==> config.mk <==
export PLATFORM = sky130hd
export DESIGN_NAME = pupil_detect_stream
export DESIGN_NICKNAME = d
export VERILOG_FILES = /design/src/rtl/pupil_detect_stream.sv
export SDC_FILE = /design/constraint.sdc
export NUM_CORES = 1
export LEC_CHECK = 0
export CAP_MARGIN = 20
export CORE_MARGIN = 2
export CORE_UTILIZATION = 55
export DETAILED_ROUTE_END_ITERATION = 8
export PLACE_DENSITY = 0.84
export SETUP_SLACK_MARGIN = 0.4
export SLEW_MARGIN = 20
export SYNTH_ARGS = -nofsm -noshare
export SYNTH_HDL_FRONTEND = slang
export SYNTH_SLANG_ARGS = --single-unit
==> constraint.sdc <==
create_clock -name clock -period 14.46 [get_ports clock]
set_clock_uncertainty 0.05 [all_clocks]
set_input_delay 1.446 -clock clock [delete_from_list [all_inputs] [get_ports clock]]
set_output_delay 1.446 -clock clock [all_outputs]
set_load 0.005 [all_outputs]
==> src/rtl/pupil_detect_stream.sv <==
// Streaming pupil detector: finds the first dark run (falling then rising edge) on each
// line of a raster frame and reports the centre, line and width of the widest run.
module pupil_detect_stream #(
    parameter int IMG_W      = 112,
    parameter int IMG_H      = 112,
    parameter int PIX_W      = 8,
    parameter int COORD_W    = 8,
    parameter int EARLY_STOP = 0
) (
    input  logic               clock,
    input  logic               reset,
    input  logic [PIX_W-1:0]   thresh,
    input  logic               sof,
    input  logic               pix_valid,
    input  logic [PIX_W-1:0]   pix_data,
    output logic               pix_ready,
    output logic               pupil_valid,
    output logic               pupil_found,
    output logic [COORD_W-1:0] pupil_x,
    output logic [COORD_W-1:0] pupil_y,
    output logic [COORD_W-1:0] pupil_width
);

    // Handshake: a pixel beat transfers on a rising edge where pix_valid && pix_ready.
    typedef enum logic [2:0] {IDLE, SCAN, LINE_END, REPORT, DRAIN} state_t;

    localparam logic [COORD_W-1:0] LAST_X = COORD_W'(IMG_W - 1);
    localparam logic [COORD_W-1:0] LAST_Y = COORD_W'(IMG_H - 1);
    localparam logic [COORD_W-1:0] ONE    = COORD_W'(1);

    state_t             state, next_state;
    logic [COORD_W-1:0] x, y, run_beg, run_end, max_w, best_beg, best_end, best_y;
    logic [PIX_W-1:0]   prev;
    logic               begun, ended, found_any, early;
    logic               accept, start, fall, rise;
    logic               line_ok, line_better, stop_now, fin_found;
    logic [COORD_W-1:0] line_w, fin_beg, fin_end, fin_y, fin_w;
    logic [COORD_W:0]   x_sum;

    assign accept = pix_valid && pix_ready;
    assign start  = accept && sof;

    // Edges only count in the direction being tested; the opposite sign never wraps into one.
    assign fall = (prev > pix_data) && ((prev - pix_data) > thresh);
    assign rise = (pix_data > prev) && ((pix_data - prev) > thresh);

    assign line_ok     = begun && ended;
    assign line_w      = run_end - run_beg;
    assign line_better = line_ok && (!found_any || (line_w > max_w));
    assign stop_now    = (EARLY_STOP != 0) && found_any && line_ok && (line_w < max_w);

    // Best run including the line being closed this cycle, so REPORT can follow LINE_END directly.
    assign fin_found = found_any || line_ok;
    assign fin_beg   = line_better ? run_beg : best_beg;
    assign fin_end   = line_better ? run_end : best_end;
    assign fin_y     = line_better ? y       : best_y;
    assign fin_w     = line_better ? line_w  : max_w;
    assign x_sum     = {1'b0, fin_beg} + {1'b0, fin_end};

    always_ff @(posedge clock) begin
        if (reset) state <= IDLE;
        else       state <= next_state;
    end

    always_comb begin
        next_state = state;
        pix_ready  = 1'b0;
        case (state)
            IDLE, DRAIN: begin
                pix_ready = 1'b1;
                if (pix_valid && sof) next_state = SCAN;
            end
            SCAN: begin
                pix_ready = 1'b1;
                if (pix_valid && !sof && (x == LAST_X)) next_state = LINE_END;
            end
            LINE_END: next_state = (stop_now || (y == LAST_Y)) ? REPORT : SCAN;
            REPORT:   next_state = early ? DRAIN : IDLE;
            default:  next_state = IDLE;
        endcase
        if (reset) pix_ready = 1'b0;
    end

    always_ff @(posedge clock) begin
        if (reset) begin
            x <= '0; y <= '0; prev <= '0; begun <= 1'b0; ended <= 1'b0;
            run_beg <= '0; run_end <= '0; max_w <= '0;
            best_beg <= '0; best_end <= '0; best_y <= '0;
            found_any <= 1'b0; early <= 1'b0;
            pupil_valid <= 1'b0; pupil_found <= 1'b0;
            pupil_x <= '1; pupil_y <= '1; pupil_width <= '0;
        end else begin
            pupil_valid <= 1'b0;
            if (start) begin
                // sof beat is pixel (0,0); any frame in progress is abandoned silently.
                x <= ONE; y <= '0; prev <= pix_data; begun <= 1'b0; ended <= 1'b0;
                max_w <= '0; found_any <= 1'b0; early <= 1'b0;
            end else begin
                case (state)
                    SCAN: if (accept) begin
                        prev <= pix_data;
                        x    <= x + ONE;
                        if (x != '0) begin
                            if (!begun) begin
                                if (fall) begin
                                    begun   <= 1'b1;
                                    run_beg <= x - ONE;
                                end
                            end else if (!ended && rise) begin
                                ended   <= 1'b1;
                                run_end <= x - ONE;
                            end
                        end
                    end
                    LINE_END: begin
                        if (line_better) begin
                            max_w <= line_w; best_beg <= run_beg;
                            best_end <= run_end; best_y <= y;
                        end
                        if (line_ok) found_any <= 1'b1;
                        x <= '0; y <= y + ONE; begun <= 1'b0; ended <= 1'b0;
                        if (next_state == REPORT) begin
                            pupil_valid <= 1'b1;
                            pupil_found <= fin_found;
                            early       <= stop_now;
                            if (fin_found) begin
                                pupil_x     <= x_sum[COORD_W:1];
                                pupil_y     <= fin_y;
                                pupil_width <= fin_w;
                            end else begin
                                pupil_x     <= '1;
                                pupil_y     <= '1;
                                pupil_width <= '0;
                            end
                        end
                    end
                    REPORT: begin
                        x <= '0; y <= '0; begun <= 1'b0; ended <= 1'b0;
                        max_w <= '0; best_beg <= '0; best_end <= '0; best_y <= '0;
                        found_any <= 1'b0; early <= 1'b0;
                    end
                    default: ;
                endcase
            end
        end
    end

endmodule

==> Word-level counts from Yosys, hierarchy flattened <==
Cells that the tools add are included.
{ "op_classes": {"eq_ne": 14, "bitwise_logic": 3, "order_cmp": 5, "n_reduce_logical": 38, "n_mux": 40, "n_addsub": 7} }
{ "op_table": {"columns": ["op", "n"], "rows": [
  ["case mux 8 bit (2 select lines)", 6],
  ["2-to-1 mux 8 bit", 11],
  ["> comparator 8 bit", 5],
  ["subtractor 8 bit", 3],
  ["adder 8 x 1 -> 8 bit (second input constant)", 2],
  ["== test 8 x 7 -> 1 bit (second input constant)", 2],
  ["2-to-1 mux 1 bit", 14],
  ["!= test 2 bit (second input constant)", 6],
  ["case mux 3 bit (4 select lines)", 1],
  ["AND reduction 2 bit", 6],
  ["AND reduction 6 bit", 2],
  ["logical AND 1 bit", 10],
  ["adder 8 x 8 -> 9 bit", 1],
  ["== test 3 x 2 -> 1 bit (second input constant)", 3],
  ["2-to-1 mux 3 bit", 3],
  ["case mux 1 bit (2 select lines)", 4],
  ["nonzero test 2 bit", 4],
  ["nonzero test 8 bit", 1],
  ["subtractor 8 x 1 -> 8 bit (second input constant)", 1],
  ["AND reduction 3 bit", 2],
  ["OR reduction 2 bit", 3],
  ["OR reduction 3 bit", 2],
  ["AND reduction 5 bit", 1],
  ["== test 3 x 1 -> 1 bit (second input constant)", 1],
  ["8 further kinds", 13]
]} }
{ "totals": {"ff_bits": 105} }

==> Logic depth before layout (Yosys ltp) <==
Gate-level depths: netlist of run 1.
{ "logic_depth": {"ltp_word": 9, "depth_mapped": 24, "ltp_nobuf": 23} }

==> Worst setup path after synthesis of run 1 <==
No wires, ideal clock.
{ "synth_timing": {"path_type": "register -> register", "startpoint": "register run_end[0]", "endpoint": "register pupil_x[6]", "arrival_ns": 4.641, "setup_time_ns": 0.123, "required_time_ns": 14.287, "stages_incl_launch_ff": 24, "setup_slack_ns": 9.646, "cell_sequence": "dfxtp_1 inv_1 ha_1 fa_1 nor2b_1 o21ai_0 nand2b_1 a2111oi_0 nand3b_1 ha_1 nand4_2 o21ai_1 o31a_1 buf_2 buf_2 mux2_2 ha_1 a21oi_1 o21ai_0 a21o_1 a21oi_1 o41ai_4 xor2_1 o32a_2"} }
{ "synth_via": {"elab_chain_cells": 7, "elab_cells_between_ends": 8} }
{ "synth_lines": {"columns": ["element", "line", "text"], "rows": [
  ["from (decl)", "32", "logic [COORD_W-1:0] x, y, run_beg, run_end, max_w, best_beg, best_end, best_y;"],
  ["from (signal assigned)", "111", "run_end <= x - ONE;"],
  ["subtractor 8 bit", "48", "assign line_w = run_end - run_beg;"],
  ["> comparator 8 bit", "49", "assign line_better = line_ok && (!found_any || (line_w > max_w));"],
  ["logical OR 1 bit", "49", null],
  ["logical AND 1 bit", "49", null],
  ["2-to-1 mux 8 bit", null, null],
  ["adder 8 x 8 -> 9 bit (*)", "58", "assign x_sum = {1'b0, fin_beg} + {1'b0, fin_end};"],
  ["2-to-1 mux 8 bit (*)", "126", "if (fin_found) begin"],
  ["to (signal assigned)", "127", "pupil_x <= x_sum[COORD_W:1];"],
  ["to (decl)", "19", "output logic [COORD_W-1:0] pupil_x,"]
]} }
Every way passes the cells marked *; elsewhere a longest branch is shown, timed or not.
A chain may end at the register's enable or synchronous reset.

==> Worst setup path in the final report of run 1 <==
Ends and elaborated chain as after synthesis.

==> reports/summary.json, run 1 <==
{
  "grt_first_pass_wirelength_um": 24800,
  "preCtsSetupSlack_ns": 8.72,
  "grt_util_overall_pct": 24.1,
  "worst_setup_path_start_kind": "flop",
  "drt_drc_violations_left": 0,
  "vdd.ir_drop.worst_uv": 75.8,
  "critical_path.startpoint": "run_end[0]",
  "die_area_sq_um": 12400,
  "cts_tree": "yes",
  "mostFrequentLayoutCells": "nor2_1, dfxtp_1, nand2_1",
  "power_report.internal_total_uw": 470,
  "final_setup_violation_count": 0,
  "num_io_pins": 47,
  "cp.required_ns": 14.66,
  "synth_cell_type_count": 71,
  "cts_made_buffers": 9,
  "final-hold-violation-count": 0,
  "final_antenna_net_count": 0,
  "proportion_of_register_bits_with_asynchronous_set_or_reset_after_synthesis_pct": 0,
  "max-slew-margin-rel_pct": 45.5,
  "detailedRoute.firstPassIterationCount": 5,
  "synth_edf_count": 0,
  "hold_path_startpoint": "pupil_width[0]",
  "flip_flop_and_latch_count_after_synthesis": 104,
  "layout.cells.most_common": "nor2_1",
  "synth.avg_cell_area_sq_um": 8.24,
  "rsz0062_at_grt": "false",
  "cts-hold-fix-buffers": 0,
  "synth_warnings": 0,
  "initial_core_utilization_pct": 55.8,
  "clock_network_latency_to_the_later_pin_of_the_worst_skew_pair_ns": 0.36,
  "core.rowCount": 39,
  "clock_power_share_pct": 42.7,
  "crit_arrival_ns": 5.43,
  "htree_num_levels": 3,
  "dr_total_vias": 5487,
  "wire_per_inst_um": 15.8,
  "cts_sinks": 104,
  "syn-instance-count": 766,
  "type_of_the_setup_path_with_the_least_slack": "flop to flop",
  "syn-cell-area_sq_um": 6310,
  "gp_congestion": 0.919,
  "chipHeight_um": 111,
  "die_w_um": 111,
  "final_critical_path_setup_slack_ns": 9.23,
  "diodes": 0,
  "setup_tns_ns": 0,
  "post-route-min-period_ns": 5.23,
  "cts.root.buffer_cell": "clkbuf_16",
  "antenna_found_initial": 0,
  "run_status": "finished clean",
  "route.final.wire_length_um": 14800,
  "crit-reg2reg-launch": "run_end[0]",
  "io_buffers": 46,
  "fin_nets": 870,
  "slew_violations": 0,
  "synthesis.nets": 847,
  "path_clk_slew_ns": 0.07,
  "cp_max_fo": 8,
  "vias_per_cell": 5.86,
  "yosysSeqAreaShare_pct": 33.0,
  "switching_power_uw": 155,
  "worstSetupEndpointType": "flop",
  "tightestPinTransition_ns": 0.818,
  "layout_worst_path_cycle_share_pct": 36.2,
  "holdCritPathClass": "flop to flop",
  "power.share.switching_pct": 24.8,
  "report.power.total_uw": 626,
  "cts_setup_buffers": 0,
  "synth-main-ff-cell": "dfxtp_1",
  "leakagePower_uw": 0.00293,
  "place.detailed.hpwl_um": 10800,
  "placeableCoreArea_sq_um": 11300,
  "total_grt_overflow": 0,
  "cts_resized": 0,
  "max_capacitance_violation_count": 0,
  "grt_start_max_net_pins": 86,
  "drt-initial-drc-count": 366,
  "proportion_of_layout_cells_with_a_drive_suffix_above_1_pct": 6.42,
  "power.density_nw_per_um2": 87.3,
  "achievable-frequency_ghz": 0.191,
  "comb_power_share_pct": 11.0,
  "max-clock-path-buffers": 2,
  "first_global_vias": 5369,
  "syn_to_final_growth_pct": 13.6,
  "seqPwrFrac_pct": 46.3
}
[worst paths after layout]
path / cells past startpoint / endpoint / slack, ns
max: 21 / pupil_x[6] / 9.23
min reg2reg: 2 / pupil_width[0] / 0.40
max reg2reg: 21 / pupil_x[6] / 9.23
min: 2 / pupil_width[0] / 0.40
[metrics by stage]
stage	util (%)	hold slack (ns)	instances	cell area, sq um
after floorplan	-	0.375	766	6310
after global placement	60.3	0.387	920	6830
after detailed placement	60.3	0.394	920	6830
after CTS	63.1	0.404	936	7150
after global routing	63.3	0.428	937	7170
final	63.3	0.402	937	7170
[worst max-delay path: stages (launching register included)]
cell       delay (ns)
dfxtp_1          0.38
inv_1            0.06
ha_1             0.21
fa_1             0.41
nor2b_1          0.16
o21ai_0          0.09
nand2b_1         0.14
a2111oi_0        0.12
nand3b_1         0.25
ha_1             0.34
nand4_2          0.15
o21ai_1          0.30
o31a_1           0.44
mux2_2           0.39
ha_1             0.33
a21oi_1          0.26
o21ai_0          0.16
a21o_1           0.20
a21oi_1          0.23
o41ai_4          0.12
xor2_1           0.15
o32a_2           0.18
[registers in the layout, summed over array words and instances, names as in the netlist]
name / flops
pupil_valid: 1
pupil_width: 8
best_y: 8
pupil_y: 8
best_end: 8
ended: 1
best_beg: 8
prev: 8
y: 8
x: 8
state: 3
begun: 1
max_w: 8
pupil_found: 1
run_end: 8
found_any: 1
run_beg: 8
pupil_x: 8
[cell usage after synthesis, drive strengths merged (14+ instances only)]
master | number | area share [%]
nor2 | 110 | 6.6
dfxtp | 104 | 33
nand2 | 62 | 3.7
inv | 59 | 3.5
ha | 57 | 11
a21oi | 47 | 3.7
o21ai | 33 | 2.7
clkbuf | 26 | 1.5
a22oi | 24 | 2.9
xor2 | 22 | 3.1
nand2b | 19 | 2.0
nand3 | 16 | 1.3
a21o | 14 | 1.7
buf | 14 | 1.1
xnor2 | 14 | 1.9
[layout make-up]
class,count,area (sq um)
Inverter,59,221
Clock inverter,6,90.1
Tap cell,143,179
Multi-Input combinational cell,563,3860
Clock buffer,10,229
Sequential cell,104,2080
Timing Repair Buffer,52,508
Fill cell,952,4150
[routing by layer]
metal / routed length [um] / track usage [%]
met1: 6320 / 27.8
met2: 7460 / 43.3
met3: 609 / 3.72
met4: 434 / 12.2
met5: 0 / 0
[power groups by stage]
stage / clock, uW / combinational, uW / sequential (uW)
after floorplan: 0 / 49.0 / 295
after global placement: 0 / 63.9 / 296
after detailed placement: 0 / 67.3 / 296
after CTS: 269 / 67.7 / 290
after global routing: 279 / 76.4 / 290
final: 267 / 69.0 / 290
[logic make-up (layout without fill, tap and decap cells)]
group / Yosys count / count (layout) / share of synthesized area [%]
DFF: 104 / 104 / 33.0
adders and majority gates: 61 / 61 / 12.6
and+or+nand+nor: 262 / 262 / 19.9
muxes: 21 / 21 / 3.57
AOI/OAI and AO/OA: 183 / 183 / 19.8
buffers and inverters: 99 / 127 / 6.20
xor gates and xnor gates: 36 / 36 / 4.99
(Power assumes the default switching activity.)
==> run 2, diff against run 1 <==
clock period = 5.3 ns   (was 14.46 ns; I/O delays follow)
==> run 2 against run 1 <==
Critical endpoint unchanged. Die area unchanged. Sequential share of layout area fell by 0.58 points. Design area is 2.1% higher. Maximum frequency rose by 5.4%. Clock-buffer cell count down 1. Critical path depth stayed put. Register-to-register slack worse by 8.9 ns. Highest routed layer unchanged. Routed wire length grew 9.9%.
==> reports/summary.json, run 2 (synthesis results as in run 1) <==
{
  "max-clock-path-buffers": 2,
  "holdCritPathClass": "flop to flop",
  "fin_nets": 879,
  "worstSetupEndpointType": "flop",
  "post-route-min-period_ns": 4.97,
  "placed_area_sq_um": 6840,
  "max_capacitance_violation_count": 0,
  "grt_first_pass_wirelength_um": 25500,
  "detailedRoute.firstPassIterationCount": 8,
  "type_of_the_setup_path_with_the_least_slack": "flop to flop",
  "grt_start_max_net_pins": 77,
  "mostFrequentLayoutCells": "nor2_1, dfxtp_1, nand2_1",
  "worst_setup_path_start_kind": "flop",
  "drt_drc_violations_left": 0,
  "vias_per_cell": 5.90,
  "placeableCoreArea_sq_um": 11300,
  "rsz0062_at_grt": "false",
  "comb_power_share_pct": 11.5,
  "fin_area_sq_um": 7320,
  "core.rowCount": 39,
  "slew_violations": 0,
  "max-slew-margin-rel_pct": 47.5,
  "drt-initial-drc-count": 367,
  "clock_power_share_pct": 39.5,
  "clock_network_latency_to_the_later_pin_of_the_worst_skew_pair_ns": 0.36,
  "achievable-frequency_ghz": 0.201,
  "final-hold-violation-count": 0,
  "diodes": 0,
  "storage_element_area_sq_um": 2080,
  "gp_congestion": 0.908,
  "cts_made_buffers": 9,
  "grt_util_overall_pct": 24.9,
  "initial_core_utilization_pct": 55.8,
  "place.detailed.hpwl_um": 11100,
  "crit_arrival_ns": 5.17,
  "final.fill_count": 914,
  "wire_per_inst_um": 17.2,
  "layout.cells.most_common": "nor2_1",
  "htree_num_levels": 3,
  "run_status": "finished clean",
  "route.final.wire_length_um": 16300,
  "io_buffers": 46,
  "power.share.switching_pct": 26.3,
  "seqPwrFrac_pct": 49.0,
  "cts-hold-fix-buffers": 0,
  "final_antenna_net_count": 0,
  "tightestPinTransition_ns": 0.777,
  "cp_max_fo": 5,
  "setup_tns_ns": 0,
  "chipHeight_um": 111,
  "first_global_vias": 5459,
  "final_setup_violation_count": 0,
  "power_report.internal_total_uw": 1190,
  "dr_total_vias": 5574,
  "regToRegSetupSlack_ns": 0.33,
  "leakagePower_uw": 0.00296,
  "vdd.ir_drop.worst_uv": 255,
  "cts_sinks": 104,
  "total_grt_overflow": 0,
  "syn_to_final_growth_pct": 15.9,
  "cts_tree": "yes",
  "power.density_nw_per_um2": 220,
  "proportion_of_layout_cells_with_a_drive_suffix_above_1_pct": 9.73,
  "switching_power_uw": 424,
  "path_clk_slew_ns": 0.07,
  "fin_worst_hold_slack_ns": 0.407,
  "die_area_sq_um": 12400,
  "layout_worst_path_cycle_share_pct": 93.7,
  "die_w_um": 111,
  "antenna_found_initial": 0,
  "num_io_pins": 47,
  "cts.root.buffer_cell": "clkbuf_16",
  "cp.required_ns": 5.50,
  "multi_input_comb_area_sq_um": 4000
}
[run 2: cell count changes in the layout (fill, tap and decap cells not counted), sizes merged]
cell / delta
o31ai: +1
bufinv: -2
clkinv: -1
inv: +1
buf: +8
clkinvlp: +2
clkbuf: -1
[run 2: final timing paths]
| kind | start | to | cells after the start |
|---|---|---|---|
| worst min-delay path | pupil_found | pupil_found | 2 |
| worst max-delay path | run_end[0] | pupil_x[6] | 21 |
| worst min register to register | pupil_found | pupil_found | 2 |
| worst max register to register | run_end[0] | pupil_x[6] | 21 |
[run 2: worst max-delay path, stage by stage (launching register included)]
cell and delay (ns):
dfxtp_2 0.35, inv_1 0.05, ha_1 0.20, fa_2 0.36, nor2b_1 0.11, o21ai_0 0.09, nand2b_1 0.17, a2111oi_2 0.10
nand3b_1 0.36, ha_4 0.43, nand4_4 0.16, o21ai_4 0.29, o31a_1 0.31, mux2_2 0.37, ha_2 0.32, a21oi_2 0.19
o21ai_1 0.10, a21o_1 0.20, a21oi_2 0.20, o41ai_4 0.11, xor2_1 0.15, o32a_2 0.18
[run 2: timing repair]
action                                  in CTS  in global routing
setup buffers                                5                  2
gates cloned                                 1                  0
pin swaps                                    5                  6
gates resized for setup                      5                 24
endpoints found under the setup margin       3                  5
[run 2: area by class of cell]
cell class              instances  area share [%]
multi-input cells             564            54.6
inverters                      59            3.03
flip-flops and latches        104            28.5
repair buffers                 60            7.71
clock inverters                 6           0.701
well taps                     143            2.44
clock buffers                   9            3.08
[run 2: stage by stage]
stage	std cells	setup WS, ns	total power (uW)	util (%)
after detailed placement	922	0.185	992	60.4
after floorplan	766	0.486	939	-
final	945	0.334	1610	64.7
after global placement	922	0.513	983	60.4
after CTS	943	0.395	1620	63.6
after global routing	945	0.0748	1680	64.7
[run 2: power by group through the flow]
stage               Combinational (uW)  Clock [uW]  Sequential [uW]
finish                             186         636              790
detailed placement                 184           0              809
global route                       206         680              791
CTS                                185         649              790
floorplan                          134           0              805
global placement                   175           0              808
[run 2: metal layers]
| layer | vias to the layer above | track usage [%] | routed length (um) |
|---|---|---|---|
| li1 | 2722 | - | - |
| met1 | 2596 | 28.6 | 6530 |
| met2 | 197 | 44.9 | 8320 |
| met3 | 59 | 5.69 | 748 |
| met4 | 0 | 9.88 | 692 |
| met5 | - | 0 | 0 |
==> run 3, diff against run 2 <==
clock period = 6.16 ns   (was 5.3 ns; I/O delays follow)
==> run 3 against run 2 <==
Global-route usage decreased by 0.87 points. Critical path depth down 2. Worst hold slack better by 0.0091 ns. Largest power group unchanged. Design area is 2.7% lower.
==> reports/summary.json, run 3 (synthesis results as in run 1) <==
{
  "run_status": "finished clean",
  "crit_arrival_ns": 5.46,
  "chipHeight_um": 111,
  "critical_path.startpoint": "run_beg[4]",
  "htree_num_levels": 3,
  "achievable-frequency_ghz": 0.190,
  "proportion_of_layout_cells_with_a_drive_suffix_above_1_pct": 6.54,
  "gp_congestion": 0.869,
  "detailedRoute.firstPassIterationCount": 5,
  "first_global_vias": 5304,
  "die_w_um": 111,
  "clock_power_share_pct": 39.7,
  "post-route-min-period_ns": 5.25,
  "comb_power_share_pct": 11.3,
  "path_cells": "inv_1 > ha_1 > and3_1 > a211oi_1 > a21oi_1 > xnor2_1 > ha_1 > nand4_2 > o21ai_1 > o31a_1 > mux2_2 > ha_1 > a21oi_1 > o21ai_0 > a21o_1 > a21oi_1 > o41ai_4 > xor2_1 > o32a_2",
  "fin_nets": 871,
  "critical_path_top_delay_cell": "o31a_1",
  "core.rowCount": 39,
  "num_io_pins": 47,
  "cp.required_ns": 6.37,
  "tightestPinTransition_ns": 0.787,
  "layout.cells.most_common": "nor2_1",
  "initial_core_utilization_pct": 55.8,
  "crit-reg2reg-launch": "run_beg[4]",
  "grt_util_overall_pct": 24.1,
  "type_of_the_setup_path_with_the_least_slack": "flop to flop",
  "grt_start_max_net_pins": 78,
  "vdd.ir_drop.worst_uv": 244,
  "leakagePower_uw": 0.00291,
  "power.share.switching_pct": 26.1,
  "worst_setup_path_start_kind": "flop",
  "io_buffers": 46,
  "die_area_sq_um": 12400,
  "cts_sinks": 104,
  "final_setup_violation_count": 0,
  "grt_first_pass_wirelength_um": 24800,
  "rsz0062_at_grt": "false",
  "capturing_point_of_the_worst_reg2reg_path": "pupil_x[6]",
  "power_report.internal_total_uw": 1030,
  "cts_resized": 0,
  "max-slew-margin-rel_pct": 46.9,
  "placeableCoreArea_sq_um": 11300,
  "cts_tree": "yes",
  "final-hold-violation-count": 0,
  "cts.root.buffer_cell": "clkbuf_16",
  "layout_worst_path_cycle_share_pct": 85.3,
  "switching_power_uw": 363,
  "diodes": 0,
  "crit_path_max_incr_delay_ns": 0.43,
  "seqPwrFrac_pct": 49.0,
  "regToRegSetupSlack_ns": 0.91,
  "mostFrequentLayoutCells": "nor2_1, dfxtp_1, nand2_1",
  "dr_total_vias": 5428,
  "holdCritPathClass": "flop to flop",
  "max-clock-path-buffers": 2,
  "max_capacitance_violation_count": 0,
  "worstSetupEndpointType": "flop",
  "vias_per_cell": 5.79,
  "antenna_found_initial": 0,
  "clock_network_latency_to_the_later_pin_of_the_worst_skew_pair_ns": 0.36,
  "final_critical_path_setup_slack_ns": 0.906,
  "drt-initial-drc-count": 382,
  "fin_worst_hold_slack_ns": 0.416,
  "worst_r2r_path_depth": 19,
  "final_antenna_net_count": 0,
  "cts_made_buffers": 9,
  "preCtsSetupSlack_ns": 1.10,
  "cp_max_fo": 8,
  "setup_tns_ns": 0,
  "route.final.wire_length_um": 14700,
  "slew_violations": 0,
  "drt_drc_violations_left": 0,
  "syn_to_final_growth_pct": 12.8,
  "place.detailed.hpwl_um": 10800,
  "wire_per_inst_um": 15.7,
  "path_clk_slew_ns": 0.07,
  "total_grt_overflow": 0,
  "cts_setup_buffers": 0,
  "cts-hold-fix-buffers": 0,
  "power.density_nw_per_um2": 195,
  "crit_end": "pupil_x[6]"
}
==> run 3: layout make-up <==
class,count,area (sq um)
Clock buffer,10,229
Clock inverter,6,51.3
Fill cell,951,4200
Inverter,59,221
Multi-Input combinational cell,563,3850
Sequential cell,104,2080
Tap cell,143,179
Timing Repair Buffer,53,508
==> run 3: metrics by stage <==
step	utilization [%]	cells	instance area (sq um)	power [uW]
global placement	60.4	922	6840	846
detailed placement	60.4	922	6840	851
floorplan	-	766	6310	808
global route	62.9	938	7120	1440
CTS	62.9	938	7120	1400
finish	62.9	938	7120	1390
==> run 3: worst max-delay path, delay by kind of cell (launching register included) <==
family | cells | cell delay [ns]
AOI/OAI and AO/OA | 10 | 2.50
adders and majority gates | 3 | 1.09
muxes | 1 | 0.39
and+or+nand+nor | 2 | 0.38
xor gates and xnor gates | 2 | 0.34
DFF | 1 | 0.33
buffers and inverters | 1 | 0.07
==> run 3: worst min-delay path by stage <==
stage,start,to,slack (ns),cells after the start
after detailed placement,pupil_width[5],pupil_width[5],0.40,2
after global routing,pupil_width[1],pupil_width[1],0.43,2
final,pupil_width[5],pupil_width[5],0.42,2
after floorplan,max_w[1],max_w[1],0.38,2
after CTS,pupil_width[1],pupil_width[1],0.41,2
after global placement,max_w[1],max_w[1],0.39,2
==> run 3: power by group through the flow <==
stage          registers [uW]  clock network, uW  logic [uW]
2_1_floorplan             693                  0         115
3_3_place_gp              695                  0         150
3_5_place_dp              696                  0         155
4_1_cts                   680                559         157
5_1_grt                   680                581         176
6_report                  680                550         157
==> run 3: routing by layer <==
metal	vias up	share of wire, %	GRT usage, %
li1	2698	-	-
met5	-	0	0
met2	98	50	42.2
met1	2604	44	29.0
met4	0	2.3	8.97
met3	28	3.5	5.03
==> patch 1, RTL diff (settings of run 2) <==
Encoding of `state_t`: now one-hot (5 bits for 5 states).
--- a/src/rtl/pupil_detect_stream.sv
+++ b/src/rtl/pupil_detect_stream.sv
@@ -22,7 +22,7 @@
 );
 
     // Handshake: a pixel beat transfers on a rising edge where pix_valid && pix_ready.
-    typedef enum logic [2:0] {IDLE, SCAN, LINE_END, REPORT, DRAIN} state_t;
+    typedef enum logic [4:0] {IDLE = 5'b00001, SCAN = 5'b00010, LINE_END = 5'b00100, REPORT = 5'b01000, DRAIN = 5'b10000} state_t;
 
     localparam logic [COORD_W-1:0] LAST_X = COORD_W'(IMG_W - 1);
     localparam logic [COORD_W-1:0] LAST_Y = COORD_W'(IMG_H - 1);
Function: same outputs for any inputs over 10 cycles, from zero or initial values and one cycle with reset high; not proved beyond that.
==> patch 1 against run 2 <==
Critical path depth up 2. Synthesized cell count down 1.8%. Sequential cell count increased by 2. Area after synthesis grew 0.48%. Worst setup slack better by 0.26 ns. Wire length decreased by 3.4%. Global-route usage up 0.19 points. Total power is 5.0% higher. Sequential power increased by 2%. Non-clock buffer count down 2. Cell area is 0.43% lower. Largest power group unchanged.
==> patch 1: results (changes against run 2) <==
[cells_and_area]
clk_share_pct = 4.22  ; +0.45 points
inverters = 60  ; +1.7%
buf_share_pct = 7.54  ; -0.17 points
fill_cells = 901  ; -1.4%
multi_input_area_share_pct = 53.5  ; -1.0 points
nets = 864  ; -1.7%
multi_input_area_sq_um = 3900  ; -2.3%

[pwr]
pg_clk_w = 0.000699  ; +9.9%
power.switching_w = 0.000417  ; -1.7%
p_leak_nw = 2.87  ; -2.9%
vdd_ir_drop_max_v = 0.000259  ; +1.7%
p_int_w = 0.00128  ; +7.4%

[setup_path]
r2r_slack_ns = 0.59  ; +0.26 ns
setup.worst_path.end = pupil_x[7]
arrival_ns = 4.87  ; -0.30 ns
cp_slowest_cell = o31ai_4
critPathMaxFanout = 8  ; +3
reg2regPathDepth = 23  ; +9.5%
cpPeakStageDelay_ns = 0.39  ; -0.04 ns

[global_routing]
grt_pass1_vias = 5526  ; +1.2%
grtUsageTotal_pct = 25.1  ; +0.19 points
grt_pass1_wl_um = 26000  ; +1.9%
grt_start_max_net_pins = 62  ; -19%

[timing]
hold_slack_ns = 0.403  ; -0.00370 ns
worst_pin_slew_ns = 0.845  ; +0.0678 ns
fmax_mhz = 212  ; +5.5%

[place]
dp_slack_ns = 0.315  ; +0.130 ns
place_area_sq_um = 6880  ; +0.60%
gp_congestion = 0.937  ; +3.2%
place_inst = 912  ; -1.1%

[cts]
cts_setup_buffers = 0  ; -5
cts_resized = 4  ; -1

[synth]
yosys_register_bits = 106  ; +1.9%
synth_fp_nets = 833  ; -1.7%
syn_area_per_cell_sq_um = 8.44  ; +2.3%
synth_cells = 752  ; -1.8%
synth.area.top_cells = dfxtp_1 33%, ha_1 11%, nor2_1 5.4%, nand2_1 4.1%, inv_1 3.6%
synth_cell_type_count = 68  ; -4.2%

[routing]
vias_per_cell = 6.03  ; +2.3%
drt_iter0_drc = 508  ; +38%

[run_status]
outcome = complete, no violations

[worst_hold_path]
hold_start = pupil_width[7]
hold_end = pupil_width[7]

## patch 1: changes by cell type in the layout (fill, tap and decap cells not counted), sizes merged, moves of 5 or more
cell	change
nor2	-16
nand2b	-15
nand2	+8
o21a	+7
mux2i	+7
xnor2	+7
nand3b	-5
a22o	-6
o31ai	+5
a22oi	+5
a21o	-8
a21oi	-12
## patch 1: logic make-up after synthesis
group,count (synthesis),share of synthesized area (%)
simple gates,244,18.5
compound gates,174,19.1
flops,106,33.5
buf+inv,98,6.17
fa+ha+maj,61,12.5
xor+xnor,40,5.52
mux,29,4.77
## patch 1: tightest hold or removal path, cell delays in order, from the launching register on
cell and delay, ns:
dfxtp_1 0.32, nand2_1 0.06, nand2_1 0.04
## patch 1: routing by layer
metal | part of all wire [%] | up-vias | GRT usage [%]
met4 | 2.5 | 0 | 7.41
met3 | 5.4 | 36 | 5.61
li1 | - | 2672 | -
met5 | 0 | - | 0
met2 | 49 | 190 | 44.7
met1 | 43 | 2717 | 30.5
==> patch 2, RTL diff (flow settings as in run 2) <==
Made on the original files. The parameter `PIX_W` goes from 8 to 6.
--- a/src/rtl/pupil_detect_stream.sv
+++ b/src/rtl/pupil_detect_stream.sv
@@ -3,7 +3,7 @@
 module pupil_detect_stream #(
     parameter int IMG_W      = 112,
     parameter int IMG_H      = 112,
-    parameter int PIX_W      = 8,
+    parameter int PIX_W      = 6,
     parameter int COORD_W    = 8,
     parameter int EARLY_STOP = 0
 ) (
Interface: changed (resized pix_data and thresh); port bits go from 47 to 43. The function was not compared with the original's and may differ.
==> patch 2 against run 2 <==
Die area shrank 7.3%. Worst setup slack gained 0.24 ns. Count of clock-buffer cells in the layout is 1 higher. Hold slack gained 0.0020 ns. Final cell count decreased by 9.8%. Sequential cell count fell by 2. Cell area decreased by 8.9%. Total power decreased by 15%. Wire length shrank 15%. Combinational power is 26% lower. Clock power down 29%. Synthesized cell count fell by 12%. Area after synthesis is 7.6% lower. Critical path type unchanged. Largest cell class unchanged. Largest power group unchanged.
==> patch 2: results (changes against run 2) <==
[synth]
synth_fp_nets = 745  ; -12%
synth-edff-count = 0  ; unchanged
synth_cell_type_count = 65  ; -8.5%
synth.area.top_cells = dfxtp_1 35%, ha_1 11%, nor2_1 6.4%, mux2_2 4.2%, inv_1 3.5%
seq_area_frac_synth_pct = 35.0  ; +2.0 points
yosys-top-cells-count = 102 x dfxtp_1, 100 x nor2_1, 54 x inv_1, 49 x ha_1, 38 x a21oi_1
async_flop_share_pct = 0  ; unchanged
yosysWarnings = 0  ; unchanged

[cts]
clockBufferDepth = 2  ; unchanged
htreeDepth = 3  ; unchanged
clkTransAtPathRegs_ns = 0.10  ; +0.03 ns
clockRootBuffer = clkbuf_8
numCtsBuffers = 9  ; unchanged
insertion_delay_ns = 0.37

[place]
gp_congestion = 0.927  ; +2.0%
portBuffers = 42  ; -8.7%
hpwl_um = 10100  ; -9.2%

[routing]
wl_um = 13800  ; -15%
drtPass1Iterations = 6  ; -2
via_count = 5033  ; -9.7%
drt_iter0_drc = 294  ; -20%

[run_status]
outcome = complete, no violations

[cells_and_area]
antenna_cells = 0  ; unchanged
drive_gt1_share_pct = 10.5  ; +0.75 points
nets = 780  ; -11%

[global_routing]
antenna_found_initial = 0  ; unchanged
grtUsageTotal_pct = 25.0  ; +0.067 points
grt_pass1_wl_um = 22800  ; -10%
grt_pass1_vias = 4848  ; -11%
grt_start_max_net_pins = 52  ; -32%

[setup_path]
cpPeakStageDelay_ns = 0.37  ; -0.06 ns
arrival_ns = 4.94  ; -0.23 ns
setup.worst_path.start = run_end[0]
critPathMaxFanout = 6  ; +1
cp_slowest_cell = mux2_2

[pwr]
vdd_ir_drop_max_v = 0.000168  ; -34%
p_leak_nw = 2.69  ; -9.0%

[worst_hold_path]
hp-class = register to register
hold_start = pupil_found

[timing]
worst_pin_slew_ns = 0.998  ; +0.221 ns

-- patch 2: changes by cell type after synthesis, sizes merged, moves of 8 or more --
cell	change
o21ai	-17
xor2	-8
mux2	+13
nor2	-9
nand2	-31
a21oi	-9
ha	-8
-- patch 2: critical path: cells and delay by family (launching register included) --
kind                       cells  cell delay, ns
AOI/OAI and AO/OA              9            1.78
DFF                            1            0.36
muxes                          2            0.58
buffers and inverters          2            0.22
adders and majority gates      4            1.15
and+or+nand+nor                4            0.47
-- patch 2: area by class of cell --
| cell class | instances | area, sq um |
|---|---|---|
| fillers | 834 | 3660 |
| repair buffers | 56 | 520 |
| clock inverters | 6 | 43.8 |
| multi-input cells | 488 | 3560 |
| well taps | 136 | 170 |
| flip-flops and latches | 102 | 2040 |
| clock buffers | 10 | 128 |
| inverters | 54 | 203 |
-- patch 2: cells by family after synthesis --
family	share of synthesized area, %
buf+inv	5.70
flops	35.0
simple gates	17.7
compound gates	17.1
xor+xnor	5.10
mux	7.50
fa+ha+maj	11.9
-- patch 2: path summary, 6_finish.rpt --
path	to	slack [ns]	cells past startpoint
worst max-delay path	pupil_x[6]	0.57	21
worst min-delay path	pupil_found	0.41	2
worst max register to register	pupil_x[6]	0.57	21
worst min register to register	pupil_found	0.41	2
-- patch 2: layer usage --
layer / vias to the layer above / routed length (um) / GRT usage (%)
li1: 2438 / - / -
met1: 2395 / 6020 / 31.1
met2: 162 / 6640 / 42.2
met3: 38 / 816 / 5.35
met4: 0 / 365 / 9.93
met5: - / 0 / 0
-- patch 2: timing repair --
item | CTS | global route
pin swaps | 3 | 3
gates resized for setup | 1 | 14
setup endpoints to repair | 4 | 19
setup buffers | 6 | 1
-- patch 2: power by group --
| group | internal [W] | switching (W) | total, W |
|---|---|---|---|
| sequential | 0.000769 | 0.00000436 | 0.000773 |
| combinational | 0.0000613 | 0.0000770 | 0.000138 |
| clock | 0.000175 | 0.000277 | 0.000452 |
-- patch 2: stage by stage --
step | setup slack (ns) | instance area (sq um) | hold WS [ns] | utilization, % | instances
after global placement | 0.395 | 6380 | 0.392 | 61.8 | 829
after detailed placement | 0.167 | 6380 | 0.398 | 61.8 | 829
after floorplan | 0.445 | 5880 | 0.392 | - | 676
final | 0.574 | 6670 | 0.409 | 64.6 | 852
after global routing | 0.314 | 6670 | 0.436 | 64.6 | 852
after CTS | 0.403 | 6610 | 0.410 | 64.0 | 851
